$ cat src/rtl/boot_loader.sv
// -----------------------------------------------------------------------------
// boot_loader
//
// Receives a program image as a byte stream from a UART receiver and writes it
// into memory one 32-bit word at a time, holding the CPU in stall until the
// whole image has arrived and its checksum has been verified.
//
// Frame format:
//   MAGIC, count[7:0], count[15:8], count x 4 payload bytes (little-endian
//   words), checksum byte = XOR of every payload byte.
//
// Ports:
//   clk           in   1   sole clock, all state updates on the rising edge
//   rst           in   1   asynchronous, active-high reset
//   rx_data       in   8   received byte
//   rx_valid      in   1   rx_data holds a byte
//   rx_ready      out  1   loader can accept a byte this cycle
//   address       out  32  store byte address (valid while store_enable=1)
//   data_in       out  32  store data (valid while store_enable=1)
//   store_enable  out  1   one-cycle store strobe
//   is_sw         out  1   word-store qualifier, always equal to store_enable
//   core_hold     out  1   stall request to the CPU, low only once loaded
//   done          out  1   image loaded and checksum correct
//   error         out  1   frame rejected (length too large or bad checksum)
//
// Handshake: a byte is consumed on a rising clk edge where rx_valid and
// rx_ready are both high. rx_valid may drop at any time; with rx_valid low
// the loader simply waits (there is no timeout). rx_ready never depends on
// rx_valid, so the receiver can use it freely to decide whether to present a
// byte.
// -----------------------------------------------------------------------------
module boot_loader #(
  parameter logic [7:0]  MAGIC     = 8'hA5,
  parameter logic [31:0] BASE_ADDR = 32'h0,
  parameter int unsigned MAX_WORDS = 2305
) (
  input  logic        clk,
  input  logic        rst,
  input  logic [7:0]  rx_data,
  input  logic        rx_valid,
  output logic        rx_ready,
  output logic [31:0] address,
  output logic [31:0] data_in,
  output logic        store_enable,
  output logic        is_sw,
  output logic        core_hold,
  output logic        done,
  output logic        error
);

  // ---------------------------------------------------------------------------
  // State encoding
  // ---------------------------------------------------------------------------
  localparam logic [2:0] S_IDLE   = 3'd0;
  localparam logic [2:0] S_LEN_LO = 3'd1;
  localparam logic [2:0] S_LEN_HI = 3'd2;
  localparam logic [2:0] S_WBYTE  = 3'd3;
  localparam logic [2:0] S_STORE  = 3'd4;
  localparam logic [2:0] S_CSUM   = 3'd5;
  localparam logic [2:0] S_DONE   = 3'd6;
  localparam logic [2:0] S_ERR    = 3'd7;

  // Word-count limit widened by one bit so the comparison below is unsigned
  // and cannot wrap for any 16-bit count.
  localparam logic [16:0] MAX_W = 17'(MAX_WORDS);

  // ---------------------------------------------------------------------------
  // Registers
  // ---------------------------------------------------------------------------
  logic [2:0]  state;
  logic [2:0]  state_nxt;
  logic [7:0]  len_lo;     // count low byte, held until the high byte arrives
  logic [15:0] count;      // words in the current frame
  logic [15:0] word_idx;   // index of the word currently being assembled
  logic [1:0]  byte_idx;   // byte lane within the current word
  logic [7:0]  acc;        // running XOR of payload bytes
  logic [31:0] word_q;     // word being assembled, presented as data_in
  logic [31:0] addr_q;     // store address, presented as address

  // ---------------------------------------------------------------------------
  // Helpers
  // ---------------------------------------------------------------------------
  logic        consume;
  logic [15:0] len_full;
  logic        len_too_big;
  logic [15:0] word_idx_nxt;
  logic        last_word;

  assign consume      = rx_valid && rx_ready;
  assign len_full     = {rx_data, len_lo};
  assign len_too_big  = {1'b0, len_full} > MAX_W;
  assign word_idx_nxt = word_idx + 16'd1;
  assign last_word    = (word_idx_nxt == count);

  // ---------------------------------------------------------------------------
  // Next-state logic
  // ---------------------------------------------------------------------------
  always_comb begin
    state_nxt = state;
    case (state)
      S_IDLE: begin
        // Anything other than MAGIC is line noise and is dropped.
        if (consume && (rx_data == MAGIC)) state_nxt = S_LEN_LO;
      end
      S_LEN_LO: begin
        if (consume) state_nxt = S_LEN_HI;
      end
      S_LEN_HI: begin
        if (consume) begin
          if (len_full == 16'd0)  state_nxt = S_CSUM;
          else if (len_too_big)   state_nxt = S_ERR;
          else                    state_nxt = S_WBYTE;
        end
      end
      S_WBYTE: begin
        if (consume && (byte_idx == 2'd3)) state_nxt = S_STORE;
      end
      S_STORE: begin
        // Always exactly one cycle; no byte is taken here.
        state_nxt = last_word ? S_CSUM : S_WBYTE;
      end
      S_CSUM: begin
        if (consume) state_nxt = (rx_data == acc) ? S_DONE : S_ERR;
      end
      S_DONE: begin
        // Terminal until reset; the CPU now owns memory.
        state_nxt = S_DONE;
      end
      S_ERR: begin
        // Stay ready so the host can retry by sending a fresh frame.
        if (consume && (rx_data == MAGIC)) state_nxt = S_LEN_LO;
      end
      default: state_nxt = S_IDLE;
    endcase
  end

  // ---------------------------------------------------------------------------
  // State and datapath registers
  // ---------------------------------------------------------------------------
  always_ff @(posedge clk or posedge rst) begin
    if (rst) begin
      state    <= S_IDLE;
      len_lo   <= 8'd0;
      count    <= 16'd0;
      word_idx <= 16'd0;
      byte_idx <= 2'd0;
      acc      <= 8'd0;
      word_q   <= 32'd0;
      addr_q   <= 32'd0;
    end else begin
      state <= state_nxt;
      case (state)
        S_LEN_LO: begin
          if (consume) len_lo <= rx_data;
        end
        S_LEN_HI: begin
          // Every accepted header starts a fresh frame, including the
          // zero-length case that goes straight to the checksum byte.
          if (consume) begin
            count    <= len_full;
            word_idx <= 16'd0;
            byte_idx <= 2'd0;
            acc      <= 8'd0;
          end
        end
        S_WBYTE: begin
          if (consume) begin
            word_q[{byte_idx, 3'b000} +: 8] <= rx_data;
            acc      <= acc ^ rx_data;
            byte_idx <= byte_idx + 2'd1;  // wraps to 0 after lane 3
            // Address is registered on the last lane so it is already stable
            // for the whole STORE cycle.
            if (byte_idx == 2'd3) begin
              addr_q <= BASE_ADDR + {14'd0, word_idx, 2'b00};
            end
          end
        end
        S_STORE: begin
          word_idx <= word_idx_nxt;
        end
        default: ;
      endcase
    end
  end

  // ---------------------------------------------------------------------------
  // Outputs (all decoded from registered state, so reset clears them at once)
  // ---------------------------------------------------------------------------
  assign rx_ready     = (state != S_STORE) && (state != S_DONE);
  assign store_enable = (state == S_STORE);
  assign is_sw        = (state == S_STORE);
  assign core_hold    = (state != S_DONE);
  assign done         = (state == S_DONE);
  assign error        = (state == S_ERR);
  assign address      = addr_q;
  assign data_in      = word_q;

endmodule

$ cat config.mk
export PLATFORM = sky130hd
export DESIGN_NAME = boot_loader
export DESIGN_NICKNAME = d
export VERILOG_FILES = /design/src/rtl/boot_loader.sv
export SDC_FILE = /design/constraint.sdc
export NUM_CORES = 1
export LEC_CHECK = 0
export ABC_AREA = 1
export CAP_MARGIN = 20
export CORE_MARGIN = 2
export CORE_UTILIZATION = 58
export DETAILED_ROUTE_END_ITERATION = 10
export GPL_ROUTABILITY_DRIVEN = 0
export GPL_TIMING_DRIVEN = 0
export PLACE_DENSITY_LB_ADDON = 0.15
export SETUP_SLACK_MARGIN = 0.5
export SYNTH_ARGS = -nofsm -noshare
export SYNTH_HDL_FRONTEND = slang
export SYNTH_SLANG_ARGS = --single-unit
export TNS_END_PERCENT = 100
$ cat constraint.sdc
create_clock -name clk -period 10.7 [get_ports clk]
set_input_delay 3.21 -clock clk [delete_from_list [all_inputs] [get_ports clk]]
set_output_delay 3.21 -clock clk [all_outputs]
set_load 0.02 [all_outputs]
==> results.sh, run 1 <==
export IMPL_status="complete, no violations"
export IMPL_yosysMostFrequentCell="nand2_1"
export IMPL_tns_ps=0
export IMPL_start_kind="flip-flop"
export IMPL_period_needed_ps=5510
export IMPL_diodes=0
export IMPL_synth_yosys_warnings=0
export IMPL_cts_htree_levels=3
export IMPL_yosysSeqAreaShare=0.492
export IMPL_grtUsageTotal=0.267
export IMPL_clk_latency_ps=360
export IMPL_criticalPathCategory="reg -> out"
export IMPL_fmax_ghz=0.182
export IMPL_first_pass_iters=5
export IMPL_placed_area_um2=5980
export IMPL_synth_edf_count=0
export IMPL_drt_iter0_drc=273
export IMPL_power_density_nw_per_um2=240
export IMPL_cp_slowest_stage_delay_ps=590
export IMPL_yosysTopAreaCellShare=0.492
export IMPL_crit_chain="inv_1, nor2_1, inv_1, nor2_1, buf_2, buf_4, clkdlybuf4s50_1"
export IMPL_endpoint_kind="output port"
export IMPL_portBuffers=62
export IMPL_clk_pin_slew_ps=90
export IMPL_areaGrowthSynthToFinish_pct=19.8
export IMPL_fin_ws_ps=5190
export IMPL_post_cts_resize_count=0
export IMPL_nets=741
export IMPL_dp_hpwl_um=8940
export IMPL_synth_seq_cells=101
export IMPL_cts_buffers=9
export IMPL_fin_crit_sh=0.515
export IMPL_cts_root_buffer="clkbuf_8"
export IMPL_vdd_drop_max_mv=0.152
export IMPL_antenna_found_initial=0
export IMPL_critPathMaxFanout=11
export IMPL_synth_top_cell_by_area="dfrtp_1"
export IMPL_rsz0062_at_grt="no"
export IMPL_grt_pass1_wl_um=20900
export IMPL_vias=4536
export IMPL_place_ws_ps=5410
export IMPL_cp_arrival_ps=2300
export IMPL_drv_cap=0
export IMPL_die_w_um=98.2
export IMPL_ys_types=31
export IMPL_grt_max_degree=70
export IMPL_cts_hold_buf=0
export IMPL_wirelength_um=12100
export IMPL_die_h_um=98.2
export IMPL_final_antenna_net_count=0
export IMPL_crit_slowest_cell="clkdlybuf4s50_1"
export IMPL_slew_limit_headroom=0.426
export IMPL_cts_setup_buffers=0
export IMPL_fillers=725
export IMPL_worst_pin_slew_ps=855
export IMPL_crit_required_ps=7490
export IMPL_cts_tree="done"
export IMPL_syn_area_per_cell_um2=8.10
export IMPL_clock_sinks=101
export IMPL_total_power_mw=1.48
export IMPL_synthFlopType="dfrtp_1"
export IMPL_syn_inst=635
export IMPL_grt_pass1_vias=4523
export IMPL_finalHoldViolCount=0
export IMPL_stdcell_area_um2=6160
export IMPL_fin_hold_ws_ps=487
export IMPL_hold_class="reg -> reg"
export IMPL_routedWlPerCell_um=14.5
export IMPL_dieArea_um2=9630
export IMPL_finalSetupViolCount=0
export IMPL_synth_commonest_cells="nand2_1, dfrtp_1, inv_1"
export IMPL_via_per_inst=5.42
export IMPL_clockBufferDepth=2
export IMPL_core_um2=8680
export IMPL_netlist_area_um2=5140
export IMPL_leakagePower_nw=2.97
export IMPL_slew_violations=0
export IMPL_clock_skew_ps=7.83
export IMPL_ioPinCount=81
export IMPL_synthTopCellsByArea="dfrtp_1, nand2_1, o21ai_0"
export IMPL_grt_overflow_total=0
export IMPL_drive_gt1_frac=0.0878
export IMPL_rows=34
export IMPL_drc=0
export IMPL_initial_core_util=0.592
export IMPL_synthArstFlopShare=1.00
cell families after synthesis:
group | synth area share
adder cells (fa/ha/maj) | 0.0146
flip-flops | 0.492
XOR/XNOR | 0.0265
AO/OA/AOI/OAI | 0.0959
AND/OR/NAND/NOR | 0.267
buffers and inverters | 0.0864
multiplexers | 0.0175
other | 0.000729
final timing paths:
path / endpoint / startpoint / depth (start not counted) / slack (ps)
worst max-delay path: store_enable / state[2] / 7 / 5190
worst min-delay path: data_in[25] / data_in[25] / 2 / 490
worst max register to register: state[2] / word_idx[0] / 15 / 8650
worst min register to register: data_in[25] / data_in[25] / 2 / 490
max in group asynchronous: data_in[30] / rst / 3 / 6830
min in group asynchronous: data_in[7] / rst / 2 / 3190
power by group:
group	total, mW	switching, mW	leakage (nW)	internal (mW)
sequential	0.602	0.0972	1.34	0.505
combinational	0.651	0.391	1.55	0.260
clock	0.224	0.133	0.0815	0.0911
area by class of cell:
class,count,area (um^2),area share
repair buffers,63,648,0.105
clock buffers,11,141,0.0229
flip-flops and latches,101,2530,0.410
well taps,108,135,0.0219
inverters,66,250,0.0406
clock inverters,5,36.3,0.00589
plain buffers,34,196,0.0319
multi-input cells,449,2230,0.361
per-layer routing:
layer	part of all wire	vias to the layer above	global-route usage	wire [um]
li1	-	2199	-	-
met1	0.42	2154	0.334	5090
met2	0.50	157	0.463	6050
met3	0.062	26	0.0523	758
met4	0.020	0	0.0980	243
met5	0	-	0	0
layout by cell type, fill, tap and decap left out:
cell type	synthesis	routed
o22ai_1	10	10
nand2_1	164	164
clkinv_4	0	1
inv_2	1	1
a21boi_1	1	1
xnor2_1	9	9
buf_2	4	4
clkinv_2	0	1
nor2_2	4	4
a21oi_1	14	14
nor2_4	6	6
clkinv_1	1	1
and2_1	1	1
inv_4	0	1
xnor3_1	1	1
nor2_1	47	47
nand2_2	5	5
clkbuf_1	13	14
nor4_1	1	1
o21ai_0	62	62
buf_4	17	17
clkbuf_8	0	10
dfrtp_1	101	101
nand3_1	59	59
mux2_2	8	8
xor2_1	4	4
or2_2	2	2
clkdlybuf4s50_1	0	62
o31ai_1	1	1
conb_1	1	16
ha_1	6	6
nand3b_1	5	5
clkinvlp_4	0	3
o21ai_1	7	7
nand4_1	14	14
nor3_1	2	2
inv_1	64	63
buf_16	0	1
flip-flops by register name (all words and copies together), names as in the netlist:
name / cells
len_lo: 8
word_idx: 16
acc: 8
count: 16
data_in: 32
state: 3
byte_idx: 2
address: 16
critical path: cells and delay by family, from the launching register on:
kind	cells	cell delay [ps]
buf+inv	5	1240
flops	1	400
simple gates	2	300
per-stage QoR:
stage	instances	utilization
after floorplan	650	-
after global placement	820	0.686
after detailed placement	821	0.689
after CTS	837	0.710
after global routing	837	0.710
final	837	0.710
(Power assumes the default switching activity.)
==> run 2: changes to the inputs <==
--- a/config.mk
+++ b/config.mk
@@ -8,7 +8,7 @@
 export ABC_AREA = 1
 export CAP_MARGIN = 20
 export CORE_MARGIN = 2
-export CORE_UTILIZATION = 58
+export CORE_UTILIZATION = 49
 export DETAILED_ROUTE_END_ITERATION = 10
 export GPL_ROUTABILITY_DRIVEN = 0
 export GPL_TIMING_DRIVEN = 0
==> constraint.sdc (replaced) <==
create_clock -name clk -period 4.5 [get_ports clk]
set_input_delay 1.35 -clock clk [delete_from_list [all_inputs] [get_ports clk]]
set_output_delay 1.35 -clock clk [all_outputs]
set_load 0.02 [all_outputs]
==> run 2 against run 1 <==
Critical path depth unchanged. Routed wire length up 3.2%. Power up 140%. Sequential power up 140%. Register-to-register slack worse by 6200 ps. Clock skew up 2.5 ps. First-iteration DRC count down 31%. Count of clock-buffer cells in the layout down 1. Design area up 0.67%. Setup slack worse by 4400 ps. Non-clock buffer count unchanged. Clock power up 150%. Critical endpoint unchanged.
==> results.sh, run 2 (synthesized netlist as in run 1, its figures left out) <==
export IMPL_fin_hold_ws_ps=489
export IMPL_cts_hold_buf=0
export IMPL_layout_common_cells="nand2_1, dfrtp_1, inv_1"
export IMPL_worst_pin_slew_ps=840
export IMPL_initial_core_util=0.500
export IMPL_crit_chain="inv_1, nor2_1, inv_1, nor2_1, buf_2, buf_4, clkdlybuf4s50_1"
export IMPL_cts_tree="done"
export IMPL_grt_overflow_total=0
export IMPL_via_per_inst=5.18
export IMPL_power_density_nw_per_um2=570
export IMPL_grt_max_degree=55
export IMPL_drt_iter0_drc=189
export IMPL_first_pass_iters=5
export IMPL_routedWlPerCell_um=14.5
export IMPL_total_power_mw=3.53
export IMPL_pwr_share_seq=0.405
export IMPL_dieArea_um2=11300
export IMPL_cts_htree_levels=3
export IMPL_final_common_cell="nand2_1"
export IMPL_clock_skew_ps=10.4
export IMPL_clock_sinks=101
export IMPL_clk_pin_slew_ps=100
export IMPL_dp_cells=849
export IMPL_finalSetupViolCount=0
export IMPL_diodes=0
export IMPL_slew_violations=0
export IMPL_place_ws_ps=1150
export IMPL_drv_cap=0
export IMPL_cts_setup_buffers=0
export IMPL_p_sw_mw=1.50
export IMPL_largest_reg_flops=32
export IMPL_post_cts_resize_count=0
export IMPL_die_h_um=106
export IMPL_final_cells=865
export IMPL_critPathMaxFanout=11
export IMPL_endpoint_kind="output port"
export IMPL_rows=37
export IMPL_core_um2=10300
export IMPL_portBuffers=62
export IMPL_leakagePower_nw=2.98
export IMPL_placed_area_um2=6020
export IMPL_ioPinCount=81
export IMPL_die_w_um=106
export IMPL_cp_slowest_stage_delay_ps=590
export IMPL_finalHoldViolCount=0
export IMPL_stdcell_area_um2=6200
export IMPL_cp_arrival_ps=2370
export IMPL_slew_limit_headroom=0.436
export IMPL_fin_ws_ps=779
export IMPL_crit_required_ps=3150
export IMPL_vias=4484
export IMPL_cp_buffers_inverters=5
export IMPL_cts_buffers=9
export IMPL_status="complete, no violations"
export IMPL_start_kind="flip-flop"
export IMPL_grtUsageTotal=0.235
export IMPL_crit_slowest_cell="clkdlybuf4s50_1"
export IMPL_clkPwrFrac=0.156
export IMPL_drive_gt1_frac=0.0892
export IMPL_final_antenna_net_count=0
export IMPL_period_needed_ps=3720
export IMPL_rsz0062_at_grt="no"
export IMPL_power_frac_comb=0.439
export IMPL_areaGrowthSynthToFinish_pct=20.6
export IMPL_clockBufferDepth=2
export IMPL_cp_top_family="buffers and inverters"
export IMPL_nets=741
export IMPL_multiInputGateArea_um2=2230
export IMPL_cts_root_buffer="clkbuf_8"
export IMPL_fillers=942
export IMPL_grt_pass1_vias=4392
export IMPL_p_int_mw=2.04
export IMPL_p_sw_frac=0.423
export IMPL_regArea_um2=2530
export IMPL_antenna_found_initial=0
export IMPL_vdd_drop_max_mv=0.312
export IMPL_clk_latency_ps=370
export IMPL_fmax_ghz=0.269
export IMPL_dp_hpwl_um=9210
export IMPL_criticalPathCategory="reg -> out"
export IMPL_grt_pass1_wl_um=21100
export IMPL_wirelength_um=12500
export IMPL_fin_crit_sh=0.827
export IMPL_drc=0
export IMPL_hold_class="reg -> reg"
run 2: area by class of cell:
class,count,area share
timing repair buffer,63,0.104
clock buffer,10,0.0222
inverter,66,0.0403
multi-input combinational,449,0.359
tap,136,0.0274
sequential,101,0.408
clock inverter,6,0.00746
buffer,34,0.0317
run 2: power by group through the flow:
stage	Sequential (mW)	Clock, mW	Combinational, mW
3_3_place_gp	1.43	0	1.50
3_5_place_dp	1.44	0	1.54
2_1_floorplan	1.52	0	0.916
5_1_grt	1.47	0.596	1.72
4_1_cts	1.43	0.559	1.55
6_report	1.43	0.551	1.55
run 2: final timing paths:
path	startpoint	cells past startpoint	endpoint	slack (ps)
worst min-delay path	address[4]	2	address[4]	490
worst max-delay path	state[2]	7	store_enable	780
worst min register to register	address[4]	2	address[4]	490
worst max register to register	word_idx[0]	15	state[2]	2430
min in group asynchronous	rst	2	data_in[5]	1400
max in group asynchronous	rst	3	address[13]	2430
run 2: layer usage:
| layer | up-vias | GRT usage | part of all wire |
|---|---|---|---|
| li1 | 2211 | - | - |
| met2 | 118 | 0.402 | 0.49 |
| met4 | 0 | 0.0863 | 0.012 |
| met1 | 2141 | 0.309 | 0.45 |
| met3 | 14 | 0.0288 | 0.041 |
| met5 | - | 0 | 0 |
run 2: stage by stage:
step	utilization	TNS [ps]
after floorplan	-	0
after global placement	0.583	-104310
after detailed placement	0.586	0
after CTS	0.603	0
after global routing	0.603	0
final	0.603	0
run 2: tightest hold or removal path: cells and delay by family, from the launching register on:
| kind | cells | cell delay, ps |
|---|---|---|
| DFF | 1 | 360 |
| and+or+nand+nor | 1 | 50 |
| AOI/OAI and AO/OA | 1 | 50 |
